<file path="config.mk">
export PLATFORM = sky130hd
export DESIGN_NAME = wishbone_line_responder
export DESIGN_NICKNAME = d
export VERILOG_FILES = /design/src/rtl/lc3b_types.sv /design/src/rtl/line_byte_merge.sv /design/src/rtl/wishbone_line_responder.sv
export SDC_FILE = /design/constraint.sdc
export NUM_CORES = 2
export LEC_CHECK = 0
export ABC_AREA = 0
export BUFFER_PORTS_ARGS = -buffer_cell sky130_fd_sc_hd__buf_2
export CORE_MARGIN = 2
export CORE_UTILIZATION = 50
export CTS_CLUSTER_SIZE = 25
export DETAILED_ROUTE_END_ITERATION = 16
export PLACE_DENSITY = 0.77
export REMOVE_ABC_BUFFERS = 1
export SLEW_MARGIN = 15
export SYNTH_ARGS = -nofsm -noshare
export SYNTH_HDL_FRONTEND = slang
export SYNTH_SLANG_ARGS = --single-unit
</file>
<file path="constraint.sdc">
create_clock -name clk -period 14.3 [get_ports clk]
set_input_delay 0 -clock clk [delete_from_list [all_inputs] [get_ports clk]]
set_output_delay 0 -clock clk [all_outputs]
set_load 0.005 [all_outputs]
</file>
<file path="src/rtl/lc3b_types.sv">
// Shared LC-3b memory-side types: line address, byte select, line data
// and the Wishbone line responder state encoding.
package lc3b_types;

    localparam int LC3B_ADDR_W = 12;
    localparam int LC3B_LINE_W = 128;

    typedef logic [LC3B_ADDR_W-1:0]   lc3b_line_addr;
    typedef logic [LC3B_LINE_W/8-1:0] lc3b_byte_sel;
    typedef logic [LC3B_LINE_W-1:0]   lc3b_c_line;

    typedef enum logic [1:0] {
        IDLE,
        FETCH,
        WRITE,
        ACK
    } wb_resp_state_t;

endpackage

</file>
<file path="src/rtl/line_byte_merge.sv">
// Byte-granular line merge: each byte comes from dat when its sel bit
// is set, otherwise from the base line.
module line_byte_merge #(
    parameter int LINE_W = 128
) (
    input  logic [LINE_W-1:0]   base,
    input  logic [LINE_W-1:0]   dat,
    input  logic [LINE_W/8-1:0] sel,
    output logic [LINE_W-1:0]   merged
);

    always_comb begin
        merged = base;
        for (int i = 0; i < LINE_W/8; i++) begin
            if (sel[i]) begin
                merged[8*i +: 8] = dat[8*i +: 8];
            end
        end
    end

endmodule

</file>
<file path="src/rtl/wishbone_line_responder.sv">
// Wishbone line slave with a one-line write-through holding buffer in
// front of the pmem port; partial writes are read-modify-write.
module wishbone_line_responder
    import lc3b_types::*;
#(
    parameter int ADDR_W = 12,
    parameter int LINE_W = 128
) (
    input  logic                clk,
    input  logic                rst,
    input  logic                wb_cyc,
    input  logic                wb_stb,
    input  logic                wb_we,
    input  logic [ADDR_W-1:0]   wb_adr,
    input  logic [LINE_W/8-1:0] wb_sel,
    input  logic [LINE_W-1:0]   wb_dat_m2s,
    output logic [LINE_W-1:0]   wb_dat_s2m,
    output logic                wb_ack,
    output logic                wb_stall,
    output logic                pmem_read,
    output logic                pmem_write,
    output logic [ADDR_W+3:0]   pmem_address,
    output logic [LINE_W-1:0]   pmem_wdata,
    input  logic [LINE_W-1:0]   pmem_rdata,
    input  logic                pmem_resp
);

    localparam int SEL_W = LINE_W/8;

    wb_resp_state_t state_q, state_d;

    logic              req_we;
    logic [ADDR_W-1:0] req_adr;
    logic [SEL_W-1:0]  req_sel;
    logic [LINE_W-1:0] req_dat;

    logic              buf_valid;
    logic [ADDR_W-1:0] buf_tag;
    logic [LINE_W-1:0] buf_data;

    logic aborted_q;
    logic accept;
    logic hit;
    logic sel_full;
    logic sel_none;
    logic abort;

    logic load_wdata;
    logic load_rdat;
    logic rdat_from_pmem;
    logic buf_load;
    logic buf_from_pmem;

    logic [LINE_W-1:0] merge_base;
    logic [LINE_W-1:0] merge_dat;
    logic [SEL_W-1:0]  merge_sel;
    logic [LINE_W-1:0] merged;

    assign accept   = (state_q == IDLE) && wb_cyc && wb_stb;
    assign hit      = buf_valid && (buf_tag == wb_adr);
    assign sel_full = (wb_sel == {SEL_W{1'b1}});
    assign sel_none = (wb_sel == '0);
    assign abort    = aborted_q || !wb_cyc;

    assign wb_stall   = (state_q != IDLE);
    assign wb_ack     = (state_q == ACK) && !abort;
    assign pmem_read  = (state_q == FETCH);
    assign pmem_write = (state_q == WRITE);

    // From IDLE the merge sees the incoming request; after a fetch it
    // merges onto the freshly returned line.
    assign merge_base = (state_q == FETCH) ? pmem_rdata : buf_data;
    assign merge_dat  = (state_q == IDLE) ? wb_dat_m2s : req_dat;
    assign merge_sel  = (state_q == IDLE) ? wb_sel : req_sel;

    line_byte_merge #(
        .LINE_W(LINE_W)
    ) u_merge (
        .base  (merge_base),
        .dat   (merge_dat),
        .sel   (merge_sel),
        .merged(merged)
    );

    always_comb begin
        state_d        = state_q;
        load_wdata     = 1'b0;
        load_rdat      = 1'b0;
        rdat_from_pmem = 1'b0;
        buf_load       = 1'b0;
        buf_from_pmem  = 1'b0;
        unique case (state_q)
            IDLE: begin
                if (accept) begin
                    if (!wb_we) begin
                        if (hit) begin
                            state_d   = ACK;
                            load_rdat = 1'b1;
                        end else begin
                            state_d = FETCH;
                        end
                    end else if (sel_none) begin
                        state_d = ACK;
                    end else if (sel_full || hit) begin
                        state_d    = WRITE;
                        load_wdata = 1'b1;
                    end else begin
                        state_d = FETCH;
                    end
                end
            end
            FETCH: begin
                if (pmem_resp) begin
                    buf_load      = 1'b1;
                    buf_from_pmem = 1'b1;
                    if (abort) begin
                        state_d = IDLE;
                    end else if (req_we) begin
                        state_d    = WRITE;
                        load_wdata = 1'b1;
                    end else begin
                        state_d        = ACK;
                        load_rdat      = 1'b1;
                        rdat_from_pmem = 1'b1;
                    end
                end
            end
            WRITE: begin
                if (pmem_resp) begin
                    buf_load = 1'b1;
                    state_d  = abort ? IDLE : ACK;
                end
            end
            ACK: begin
                state_d = IDLE;
            end
            default: begin
                state_d = IDLE;
            end
        endcase
    end

    always_ff @(posedge clk or posedge rst) begin
        if (rst) begin
            state_q      <= IDLE;
            req_we       <= 1'b0;
            req_adr      <= '0;
            req_sel      <= '0;
            req_dat      <= '0;
            buf_valid    <= 1'b0;
            buf_tag      <= '0;
            buf_data     <= '0;
            aborted_q    <= 1'b0;
            wb_dat_s2m   <= '0;
            pmem_address <= '0;
            pmem_wdata   <= '0;
        end else begin
            state_q <= state_d;
            if (accept) begin
                req_we       <= wb_we;
                req_adr      <= wb_adr;
                req_sel      <= wb_sel;
                req_dat      <= wb_dat_m2s;
                pmem_address <= {wb_adr, 4'b0000};
            end
            if (load_wdata) begin
                pmem_wdata <= merged;
            end
            if (load_rdat) begin
                wb_dat_s2m <= rdat_from_pmem ? pmem_rdata : buf_data;
            end
            if (buf_load) begin
                buf_valid <= 1'b1;
                buf_tag   <= req_adr;
                buf_data  <= buf_from_pmem ? pmem_rdata : pmem_wdata;
            end
            // A dropped cyc is remembered until the request retires.
            aborted_q <= (state_d != IDLE)
                && (aborted_q || ((state_q != IDLE) && !wb_cyc));
        end
    end

endmodule

</file>
==> results.py <==
metrics = {
    "sta": {
        "worst_slack_ns": 9.60,
        "fmax_ghz": 0.213,
        "hold_viol_final": 0,
        "tightestPinTransition_ns": 1.13,
        "max-slew-margin-rel_pct": 23.5,
        "finalSetupViolCount": 0,
        "drv_slew": 0,
        "clock_skew_ns": 0.0249,
        "post-route-period-util_pct": 32.8,
        "layout_min_cycle_time_ns": 4.70,
        "fin_setup_tns_ns": 0,
        "rsz0062_at_grt": "no",
    },
    "synth": {
        "yosys-mux-area-fraction_pct": 21.6,
        "netlist_instances": 2732,
        "syn-mean-instance-area_um2": 10.2,
        "dominantRegCellSynth": "dfrtp_1",
        "synth_top_cells_by_area": "dfrtp_1 50%, mux2i_1 14%, a21oi_1 6.9%",
        "yosysUniqueCellTypes": 41,
        "ys_ff_latch": 557,
        "syn_area_um2": 27900,
        "synth_compound_area_share_pct": 10.6,
        "yosys.area.top_type": "dfrtp_1",
        "yosysMostFrequentCell": "dfrtp_1",
        "synthAdderAreaFrac_pct": 0.179,
        "synth_top_family_by_area": "multiplexers",
        "yosys_warnings": 0,
        "yosys.area_share.simple_pct": 13.4,
        "synth-async-reset-ratio_pct": 100,
        "synth_top_area_share_pct": 49.9,
        "synth_edf_count": 0,
        "synth_common_cells": "557 x dfrtp_1, 474 x nand2_1, 401 x mux2i_1, 386 x a21oi_1, 261 x nor2_1",
        "synth-seq-area-share_pct": 49.9,
        "synthXorXnorAreaFrac_pct": 0.376,
    },
    "clocking": {
        "numCtsBuffers": 58,
        "clkLatencyLatePin_ns": 0.61,
        "clk_pin_slew_ns": 0.07,
        "cts_tree": "done",
        "cts.sinks": 557,
        "cts.repair.resized": 0,
        "clk_path_buf_depth": 3,
        "cts_root_buf": "clkbuf_16",
        "h-tree-depth": 2,
    },
    "die": {
        "dieArea_um2": 57800,
        "rows": 86,
        "chipWidth_um": 240,
        "pin_count": 566,
        "initial_core_util_pct": 50.6,
        "die_y_um": 240,
        "core_um2": 55200,
    },
    "routing": {
        "final_antenna_net_count": 0,
        "drc": 0,
        "dr.pass1.iters": 5,
        "num_vias": 23932,
        "vias_per_cell": 5.58,
        "wl_per_cell_um": 19.9,
        "routed_wl_mm": 85.3,
        "drt_iter0_drc": 1565,
    },
    "finish": {
        "fillCellCount": 4075,
        "drive_gt1_share_pct": 23.9,
        "stdcell_count": 4287,
        "nets": 3775,
        "fin_area_um2": 35900,
        "area_growth_pct": 28.5,
    },
    "global_route": {
        "grt_pass1_wl_mm": 133,
        "antenna_found_initial": 16,
        "grt_max_degree": 157,
        "grtUsageTotal_pct": 29.0,
        "overflow": 0,
        "grt_pass1_vias": 24650,
    },
    "worst_setup_path": {
        "end_kind": "flop",
        "critPathRequiredTime_ns": 14.80,
        "worstPathMaxFanout": 73,
        "worstSetupPathType": "reg -> reg",
        "critical_path.startpoint_type": "flop",
        "cp.arrival_ns": 5.20,
    },
    "power_and_ir_drop": {
        "powerDensity_nw_per_um2": 215,
        "total_power_mw": 7.73,
        "peakVddDrop_uv": 143,
        "leakage_nw": 16.7,
    },
    "run": {
        "drv_cap": 0,
    },
    "placement": {
        "io_buffers": 561,
        "placedInstanceArea_um2": 31000,
        "preCtsSetupSlack_ns": 9.74,
        "dp_hpwl_mm": 51.2,
        "dp_cells": 3880,
        "gp_congestion": 0.842,
    },
    "worst_hold_path": {
        "hold_path.class": "in -> reg",
    },
    "outcome": {
        "status": "completed",
    },
}
-- registers in the layout (all words and copies together), names as in the netlist --
| register | cells |
|---|---|
| state_q | 2 |
| buf_data | 128 |
| aborted_q | 1 |
| pmem_address | 12 |
| req_we | 1 |
| buf_tag | 12 |
| wb_dat_s2m | 128 |
| pmem_wdata | 128 |
| req_dat | 128 |
| req_sel | 16 |
| buf_valid | 1 |
-- what timing repair did --
| action | CTS | global route |
|---|---|---|
| buffers inserted | 0 | 0 |
| hold buffers | 289 | 0 |
| hold endpoints to repair | 677 | 0 |
-- routing by layer --
metal / part of all wire (%) / GRT usage [%] / vias up
li1: - / - / 10914
met1: 40 / 36.4 / 11767
met2: 49 / 48.7 / 964
met3: 6.4 / 5.30 / 287
met4: 4.7 / 13.8 / 0
met5: 0 / 0 / -
-- path summary, 6_finish.rpt --
check                                      from              to  slack [ns]  cells past startpoint
worst max register to register       state_q[0]  wb_dat_s2m[76]        9.60                     10
max in group asynchronous                   rst   buf_data[126]       11.79                      5
worst min-delay path            wb_dat_m2s[126]    req_dat[126]        0.14                      4
worst min register to register     req_dat[124]    req_dat[124]        0.46                      2
worst max-delay path                 state_q[0]  wb_dat_s2m[76]        9.60                     10
min in group asynchronous                   rst  pmem_wdata[66]        0.18                      3
-- worst max-delay path, cell delays in order, from the launching register on --
cell     delay [ns]
dfrtp_1        0.43
inv_1          0.18
ha_4           0.72
nand3_4        0.65
nor4b_1        0.47
nand4_1        0.23
o22ai_4        0.18
buf_4          0.57
buf_4          0.70
nor2_1         0.13
a21oi_1        0.19
-- metrics by stage --
step | utilization, % | hold WS (ns)
final | 65.0 | 0.141
after global routing | 65.0 | 0.141
after CTS | 64.9 | 0.0963
after detailed placement | 56.2 | 0.210
after global placement | 56.2 | 0.206
after floorplan | - | 0.105
-- cells by family (layout without fill, tap and decap cells) --
logic type,count (synthesis),after routing
AND/OR/NAND/NOR,891,891
flip-flops,557,557
multiplexers,541,541
AO/OA/AOI/OAI,521,521
buffers and inverters,205,993
XOR/XNOR,12,12
adder cells (fa/ha/maj),4,4
other,1,20
-- report_power, final --
group          internal, mW  switching, mW
logic                  1.51           1.80
registers              2.33          0.543
clock network         0.892          0.647
total                  4.73           2.99
-- final cells by class --
class	instances	area (um2)	share of cell area (%)
sequential	557	13900	38.8
multi-input combinational	1973	13000	36.3
timing repair buffer	887	6000	16.7
clock buffer	81	1690	4.71
tap	748	936	2.61
clock inverter	21	229	0.638
antenna	16	40.0	0.112
inverter	4	22.5	0.0628
-- layout by cell type (no fill, tap or decap), drive strengths merged, types with 5 or more instances in the layout --
cell type / netlist / final
diode: 0 / 16
nand2: 474 / 474
a211oi: 128 / 128
buf: 83 / 598
nor2: 261 / 261
clkbuf: 118 / 81
mux2: 140 / 140
mux2i: 401 / 401
nor2b: 128 / 128
clkinv: 0 / 10
a21oi: 387 / 387
nor4: 5 / 5
nand4: 7 / 7
dlygate4sd3: 0 / 289
dfrtp: 557 / 557
xor2: 9 / 9
inv: 4 / 7
No activity file was read; power rests on OpenSTA's default activity.
